===== src/rtl/pc_stack_if.sv =====
// Decoder <-> PC sequencer bundle: request strobes and jump target in,
// current PC, stack depth and sticky status out.
interface pc_stack_if #(
    parameter int PCW   = 8,
    parameter int DEPTH = 4
);
    localparam int SPW = $clog2(DEPTH + 1);

    logic           h;
    logic           stall;
    logic           pcwe;
    logic           call;
    logic           ret;
    logic [PCW-1:0] npc;
    logic [PCW-1:0] pca;
    logic [SPW-1:0] sp;
    logic           halted;
    logic [1:0]     err;

    modport master (
        output h, stall, pcwe, call, ret, npc,
        input  pca, sp, halted, err
    );

    modport slave (
        input  h, stall, pcwe, call, ret, npc,
        output pca, sp, halted, err
    );
endinterface


===== src/rtl/pc_stack.sv =====
// Program-counter sequencer with hardware call/return stack, stall and sticky halt.
// Optional macro PCSTK_CHECK_EN: stack over/underflow halts and sets err instead of wrapping.
module pc_stack #(
    parameter int             PCW   = 8,
    parameter int             DEPTH = 4,
    parameter logic [PCW-1:0] RSTPC = '0
) (
    input  logic      clk,
    input  logic      rst,
    pc_stack_if.slave bus
);

    localparam int             SPW     = $clog2(DEPTH + 1);
    localparam int             AW      = $clog2(DEPTH);
    localparam logic [SPW-1:0] SP_FULL = SPW'(DEPTH);

    typedef enum logic {S_RUN, S_HALT} state_t;

    state_t         state_p0, state_n;
    logic [PCW-1:0] pc_p0, pc_n;
    logic [SPW-1:0] sp_p0, sp_n;
    logic [1:0]     err_p0, err_n;
    logic [PCW-1:0] stk_p0 [DEPTH];

    logic           push_we;
    logic           push_shift;
    logic [AW-1:0]  push_idx;
    logic [AW-1:0]  top_idx;
    logic [PCW-1:0] push_data;

    function automatic logic [PCW-1:0] pc_inc(input logic [PCW-1:0] pc);
        return pc + PCW'(1);
    endfunction

    // Saturating stack-pointer step, clamped to 0 .. DEPTH.
    function automatic logic [SPW-1:0] sp_step(input logic [SPW-1:0] s, input logic up);
        if (up)
            return (s == SP_FULL) ? s : s + SPW'(1);
        else
            return (s == '0) ? s : s - SPW'(1);
    endfunction

    assign top_idx   = AW'(sp_p0 - SPW'(1));
    assign push_idx  = AW'(sp_p0);
    assign push_data = pc_inc(pc_p0);

    // ---- stage p0: next-state decision ----
    always_comb begin
        state_n    = state_p0;
        pc_n       = pc_p0;
        sp_n       = sp_p0;
        err_n      = err_p0;
        push_we    = 1'b0;
        push_shift = 1'b0;

        if (state_p0 == S_RUN && !bus.stall) begin
            if (bus.h) begin
                state_n = S_HALT;
            end else if (bus.ret) begin
                if (sp_p0 != '0) begin
                    pc_n = stk_p0[top_idx];
                    sp_n = sp_step(sp_p0, 1'b0);
                end else begin
`ifdef PCSTK_CHECK_EN
                    err_n[1] = 1'b1;
                    state_n  = S_HALT;
`else
                    pc_n = stk_p0[DEPTH-1];
`endif
                end
            end else if (bus.call) begin
                if (sp_p0 < SP_FULL) begin
                    push_we = 1'b1;
                    sp_n    = sp_step(sp_p0, 1'b1);
                    pc_n    = bus.npc;
                end else begin
`ifdef PCSTK_CHECK_EN
                    err_n[0] = 1'b1;
                    state_n  = S_HALT;
`else
                    // Full circular stack: drop the oldest entry, newest lands on top.
                    push_we    = 1'b1;
                    push_shift = 1'b1;
                    pc_n       = bus.npc;
`endif
                end
            end else if (bus.pcwe) begin
                pc_n = bus.npc;
            end else begin
                pc_n = pc_inc(pc_p0);
            end
        end
    end

    always_ff @(posedge clk or negedge rst) begin
        if (!rst) begin
            state_p0 <= S_RUN;
            pc_p0    <= RSTPC;
            sp_p0    <= '0;
            err_p0   <= 2'b00;
        end else begin
            state_p0 <= state_n;
            pc_p0    <= pc_n;
            sp_p0    <= sp_n;
            err_p0   <= err_n;
        end
    end

    // Stack storage carries no reset; its contents are only meaningful below sp.
    always_ff @(posedge clk) begin
        if (push_we) begin
            if (push_shift) begin
                for (int i = 0; i < DEPTH - 1; i++)
                    stk_p0[i] <= stk_p0[i+1];
                stk_p0[DEPTH-1] <= push_data;
            end else begin
                stk_p0[push_idx] <= push_data;
            end
        end
    end

    assign bus.pca    = pc_p0;
    assign bus.sp     = sp_p0;
    assign bus.halted = (state_p0 == S_HALT);
    assign bus.err    = err_p0;

endmodule


===== src/flat_wrapper.sv =====
// flat-port wrapper written by rule: the top's interface ports become plain ports
module pc_stack_flat 
#(
    parameter int             PCW   = 8,
    parameter int             DEPTH = 4,
    parameter logic [PCW-1:0] RSTPC = '0
)
  (clk, rst, bus_h, bus_stall, bus_pcwe, bus_call, bus_ret, bus_npc, bus_pca, bus_sp, bus_halted, bus_err);
  pc_stack_if #(.PCW(PCW), .DEPTH(DEPTH)) bus_i ();
  input  logic clk;
  input  logic rst;
  input wire logic [$bits(bus_i.h)-1:0] bus_h;
  input wire logic [$bits(bus_i.stall)-1:0] bus_stall;
  input wire logic [$bits(bus_i.pcwe)-1:0] bus_pcwe;
  input wire logic [$bits(bus_i.call)-1:0] bus_call;
  input wire logic [$bits(bus_i.ret)-1:0] bus_ret;
  input wire logic [$bits(bus_i.npc)-1:0] bus_npc;
  output wire logic [$bits(bus_i.pca)-1:0] bus_pca;
  output wire logic [$bits(bus_i.sp)-1:0] bus_sp;
  output wire logic [$bits(bus_i.halted)-1:0] bus_halted;
  output wire logic [$bits(bus_i.err)-1:0] bus_err;
  assign bus_i.h = bus_h;
  assign bus_i.stall = bus_stall;
  assign bus_i.pcwe = bus_pcwe;
  assign bus_i.call = bus_call;
  assign bus_i.ret = bus_ret;
  assign bus_i.npc = bus_npc;
  assign bus_pca = bus_i.pca;
  assign bus_sp = bus_i.sp;
  assign bus_halted = bus_i.halted;
  assign bus_err = bus_i.err;
  pc_stack #(.PCW(PCW), .DEPTH(DEPTH), .RSTPC(RSTPC)) u_core (.clk(clk), .rst(rst), .bus(bus_i));
endmodule

===== config.mk =====
export PLATFORM = sky130hd
export DESIGN_NAME = pc_stack_flat
export DESIGN_NICKNAME = d
export VERILOG_FILES = /design/src/rtl/pc_stack_if.sv /design/src/rtl/pc_stack.sv /design/src/flat_wrapper.sv
export SDC_FILE = /design/constraint.sdc
export NUM_CORES = 1
export LEC_CHECK = 0
export CAP_MARGIN = 20
export CORE_MARGIN = 5
export CORE_UTILIZATION = 35
export CTS_BUF_LIST = sky130_fd_sc_hd__clkbuf_16
export DETAILED_ROUTE_END_ITERATION = 8
export GPL_ROUTABILITY_DRIVEN = 0
export PLACE_DENSITY_LB_ADDON = 0.1
export SETUP_SLACK_MARGIN = 0.3
export SYNTH_ARGS = -nofsm -noshare
export SYNTH_HDL_FRONTEND = slang
export SYNTH_SLANG_ARGS = --single-unit

===== constraint.sdc =====
create_clock -name clk -period 4.8 [get_ports clk]
set_input_delay 0.48 -clock clk [delete_from_list [all_inputs] [get_ports clk]]
set_output_delay 0.48 -clock clk [all_outputs]
set_load 0.01 [all_outputs]

==> flow_summary.json <==
{
  "crit_type": "register to register",
  "die_w_um": 93.07,
  "avgSynthCellArea_um2": 10.15,
  "clock_latency_ps": 290,
  "postCtsSetupBuffers": 0,
  "seq_area_um2": 1261,
  "track_usage_pct": 15.49,
  "yosys_warnings": 0,
  "wire_per_inst_um": 18.82,
  "max_slew_margin_pct": 42.77,
  "p_clk_share_pct": 29.8,
  "crit_path_start": "u_core.bus.sp[0]$_DFFE_PN0P_",
  "p_leak_nw": 1.111,
  "status": "finished clean",
  "clock_path_buffers": 2,
  "utilization_pct": 41.91,
  "diodes": 0,
  "hold_violations": 0,
  "slew_violations": 0,
  "wl_mm": 6.361,
  "power_switching_mw": 0.3724,
  "period_needed_ps": 2958,
  "nets": 276,
  "initial_core_util_pct": 35.74,
  "cts.sink_count": 44,
  "initialDrtViolationCount": 209,
  "grt_max_degree": 19,
  "viasPerCell": 5.568,
  "grt_setup_unrepaired": "no",
  "ant_nets": 0,
  "vias": 1882,
  "drc": 0,
  "seq_area_frac_synth_pct": 52.23,
  "ys_ff_latch": 44,
  "tightest_slew_ps": 851.9,
  "grt_pass1_wl_mm": 9.963,
  "syn_area_um2": 2415,
  "overflow": 0,
  "coreArea_um2": 6756,
  "met1_length_mm": 2.860,
  "max_freq_ghz": 0.3381,
  "met2_length_mm": 3.026,
  "worstReg2RegStart": "u_core.bus.sp[0]$_DFFE_PN0P_",
  "p_sw_share_pct": 33.10,
  "worst_setup_path_start_kind": "register",
  "drive_gt1_share_pct": 5.426,
  "reg2reg_setup_slack_ps": 1840,
  "hpwl_mm": 4.930,
  "grt_pass1_vias": 1782,
  "n_fill_cell": 666,
  "power.share.combinational_pct": 27.6,
  "path_clk_slew_ps": 60,
  "irDropWorstVdd_uv": 130.7,
  "maxCapViolCount": 0,
  "min_period_over_period_pct": 61.62,
  "rr_worst_depth": 7,
  "rr_endpoint": "u_core.bus.pca[7]$_DFFE_PN0P_",
  "hp-class": "input port to asynchronous set/reset pin",
  "mostFrequentLayoutCell": "edfxtp_1",
  "synthToLayoutAreaGrowth_pct": 17.25,
  "layout_common_cells": "32 x edfxtp_1, 31 x nand2_1, 26 x clkdlybuf4s50_1",
  "wl_met3_um": 388,
  "cts_root_buffer": "clkbuf_16",
  "total_power_mw": 1.125,
  "async_reset_ff_share_pct": 27.27,
  "crit_fanout": 18,
  "ctsHoldBuffers": 0,
  "synth.distinct_cells": 44,
  "die_area_um2": 8661,
  "synth_edf_count": 32,
  "postCtsResizedCells": 0,
  "crit_required_ps": 4970,
  "cts_tree": "done",
  "setup_viol": 0,
  "ios": 29,
  "critPathCaptureType": "register",
  "power.density_cell_area_nw_per_um2": 397.4,
  "synth_cells": 238,
  "seq_power_share_pct": 42.6,
  "final.setup.tns_ps": 0,
  "cts-buffers-inserted": 5,
  "arrival_ps": 3130,
  "grt_antenna_before_repair": 0,
  "top_layer": "met4",
  "fp.dieH_um": 93.07,
  "multi_input_area_um2": 1017,
  "fin_skew_ps": 3.070,
  "synth_top_flop_cell": "edfxtp_1",
  "intPower_mw": 0.7527,
  "cts_max_level": 2,
  "row_count": 30,
  "io_buffers": 26,
  "firstDrtPassIters": 4
}
cell usage after synthesis (all sizes together) (2+ instances only):
cell type   n  area [um2]
a211o       2       17.52
a21oi      10       50.05
a22oi       4       30.03
a31oi       3       18.77
and3        2       12.51
buf        10       72.56
clkbuf      5       18.77
dfrtp      12       300.3
edfxtp     32       960.9
ha          4       50.05
inv        13       48.79
mux2        3       45.04
mux2i       8       80.08
nand2      32       122.6
nand3       9       45.04
nor2       17       63.81
nor3        2       10.01
nor3b       2       15.01
o211ai      3       22.52
o21ai      36       180.2
o221ai      2       17.52
or4         4       30.03
xnor2       5       43.79
xor2        4       35.03
registers in the layout, indices dropped and copies added (netlist names):
name / cells
u_core.bus.pca: 8
u_core.bus.sp: 3
u_core.stk_p0: 32
u_core.bus.halted: 1
through the flow:
step / worst slack, ps / std cells / hold WS (ps) / area [um2]
after floorplan: 2660 / 239 / 184.4 / 2419
after global placement: 1639 / 330 / 564.8 / 2688
after detailed placement: 1571 / 330 / 565.5 / 2688
after CTS: 1866 / 338 / 579.4 / 2831
after global routing: 1614 / 338 / 590.5 / 2831
final: 1842 / 338 / 563.2 / 2831
worst max-delay path by stage:
stage,end,slack (ps),depth (start not counted)
3_3_place_gp,u_core.stk_p0[2][5]$_DFFE_PP_,1640,5
6_report,u_core.bus.pca[7]$_DFFE_PN0P_,1840,7
4_1_cts,u_core.stk_p0[2][4]$_DFFE_PP_,1870,5
2_1_floorplan,u_core.stk_p0[2][0]$_DFFE_PP_,2660,6
3_5_place_dp,u_core.stk_p0[2][5]$_DFFE_PP_,1570,5
5_1_grt,u_core.bus.pca[7]$_DFFE_PN0P_,1610,7
critical path, stage by stage, from the launching register on:
cell and delay [ps]:
dfrtp_1 700, inv_2 200, ha_1 750, inv_1 190, a21oi_1 430, and3_1 270, nor2_1 60, o221a_1 230
power by group through the flow:
stage	Clock (mW)	Sequential [mW]	Combinational, mW
after floorplan	0	0.475	0.194
after global placement	0	0.488	0.315
after detailed placement	0	0.486	0.311
after CTS	0.339	0.478	0.311
after global routing	0.357	0.485	0.335
final	0.335	0.479	0.311
kinds of logic after synthesis:
group,count (synthesis),share of synthesized area [%]
and+or+nand+nor,72,14.04
DFF,44,52.23
xor gates and xnor gates,9,3.264
other,1,0.1553
adders and majority gates,4,2.073
muxes,11,5.181
buffers and inverters,28,5.803
AOI/OAI and AO/OA,69,17.26
area by class of cell:
class	count	share of cell area, %
clock inverters	3	0.6628
well taps	80	3.535
inverters	13	1.723
flip-flops and latches	44	44.54
multi-input cells	167	35.93
clock buffers	5	4.419
repair buffers	26	9.191
layer usage:
metal | vias up | track usage, %
met3 | 7 | 2.896
met1 | 927 | 21.45
met5 | - | 0
met4 | 0 | 4.396
met2 | 46 | 24.78
li1 | 902 | -
(Power assumes the default switching activity.)
==> RTL change: new RTL, same flow settings <==
Make the reset (`rst`) synchronous in one clocked block.
--- a/src/rtl/pc_stack.sv
+++ b/src/rtl/pc_stack.sv
@@ -94,3 +94,3 @@
 
-    always_ff @(posedge clk or negedge rst) begin
+    always_ff @(posedge clk) begin
         if (!rst) begin
Formal check against the unedited RTL: differs if rst is asserted again (counterexample within 4 cycles, from zero or initial values and one cycle with rst low); with rst held inactive, the same outputs for 10 cycles.
==> RTL change against the original RTL <==
  * Final cell count is 1.2% lower
  * Routed wire length decreased by 7.7%
  * Synthesized area fell by 0.16%
  * Via count down 3.2%
  * Cell area up 0.93%
  * Core utilization grew 0.39 points
  * Worst setup slack improved by 0.13 ns
  * Critical path type unchanged
  * Largest cell class unchanged
  * Sequential cell count is the same
  * Hold slack worse by 0.018 ns
Power is not compared: it rests on default switching activity, and its combinational part moved more than twofold at a synthesized area within 25%.
==> RTL change: results (changes against the original RTL) <==
## Routing
* **post-DR wirelength/cell** 17.6 um, -6.6%
* **detailed route wirelength on metal3** 365 um, -5.9%
* **wl on met1** 2900 um, +1.3%
* **detailed router's first-iteration violation count** 191, -8.6%
* **overall via count from detail_route** 1,821, -3.2%
* **number of iterations in the first detailed-routing pass** 4, unchanged
* **Avg Vias per Cell** 5.45, -2.1%
* **wire length on met2** 2570 um, -15%

## Logic synthesis
* **proportion of register bits with asynchronous set or reset after synthesis** 0%, -27 points
* **number of distinct standard cells referenced by the synthesized netlist** 45, +2.3%
* **portion of the post-synthesis area used by sequential elements** 49.8%, -2.4 points
* **largest cells by area after synthesis** edfxtp_1 (40%), dfxtp_1 (10%), mux2_2 (6.5%)
* **Yosys warning count** 0, unchanged
* **commonest cells in the netlist** edfxtp_1 (32), o21ai_0 (29), nand2_1 (17)
* **number of enable flip-flop cells after synthesis** 32, unchanged
* **mean instance size in the synthesized netlist** 10.3 um^2, +2.0%

## Setup path
* **highest net fanout along the worst path** 20, +2
* **flop-to-flop setup slack** 1.97 ns, +0.13 ns
* **peak per-stage delay on the critical path** 0.86 ns, +0.11 ns
* **cell type of the slowest stage on the worst timing path** ha_1
* **launch point of the critical path** u_core.bus.sp[0]$_SDFFE_PN0P_
* **destination of the worst register-to-register timing path** u_core.bus.pca[1]$_SDFFE_PN0P_
* **Worst R2R Path Depth** 5, -2
* **endpoint arrival time on the critical path** 2.99 ns, -0.14 ns

## Layout
* **Total Nets Final** 272, -1.4%
* **ratio of cells with drive above 1 in the final layout** 12.6%, +7.2 points

## Status
* **status** completed

## Clock tree
* **clock network latency to the later pin of the worst-skew pair** 0.28 ns
* **root buffer cell** clkbuf_16
* **CTS buffer count** 5, unchanged
* **number of buffers on the longest clock path** 2, unchanged

## Place
* **Port-buffer cells** 26, unchanged
* **Post-Place Worst Slack** 1.87 ns, +0.302 ns
* **placed cell area** 0.00271 mm^2, +0.88%
* **HPWL Detailed** 4440 um, -9.9%
* **Placed Cells** 326, -1.2%

## STA
* **Worst Hold Margin** 0.545 ns, -0.0184 ns
* **final clock period utilization by the worst path** 59.0%, -2.7 points
* **Max Clock Skew** 0.00405 ns, +0.000985 ns
* **Max-slew headroom** 49.0%, +6.2 points

## Global route
* **grt ovf** 0, unchanged
* **first-pass GRT wire length** 9690 um, -2.8%
* **maximum number of pins on one net before global-route repair** 21, +2
* **global-route met3 utilization** 3.38%, +0.48 points
* **number of antenna violations at the first check in global routing** 0, unchanged
* **global-route track usage on met2** 22.0%, -2.8 points
* **total track usage** 14.6%, -0.92 points
* **met1 capacity usage during global routing** 20.8%, -0.69 points

## Power
* **power in sequential cells** 0.425 mW
* **Net Sw Frac** 24.5%
* **static leakage** 0.981 nW

## Worst hold path
* **kind of path behind the tightest hold check** flip-flop to flip-flop
* **Worst Min Path Start** u_core.bus.halted$_SDFFE_PN0P_

RTL change: worst max-delay path: cells and delay by family, from the launching register on:
| family | cells | cell delay [ns] |
|---|---|---|
| AO/OA/AOI/OAI | 2 | 0.76 |
| adder cells (fa/ha/maj) | 1 | 0.86 |
| buffers and inverters | 1 | 0.23 |
| flip-flops | 1 | 0.76 |
| AND/OR/NAND/NOR | 1 | 0.10 |
RTL change: area by class of cell:
| type | count | area [um^2] |
|---|---|---|
| Clock buffer | 5 | 125 |
| Inverter | 14 | 52.6 |
| Timing Repair Buffer | 27 | 268 |
| Tap cell | 80 | 100 |
| Clock inverter | 3 | 21.3 |
| Sequential cell | 44 | 1200 |
| Multi-Input combinational cell | 161 | 1090 |
| Fill cell | 668 | 3900 |
RTL change: logic make-up after synthesis:
| group | synth area share [%] |
|---|---|
| fa+ha+maj | 2.08 |
| compound gates | 16.1 |
| other cells | 0.156 |
| simple gates | 14.7 |
| flops | 49.8 |
| buf+inv | 5.34 |
| xor+xnor | 1.45 |
| mux | 10.3 |
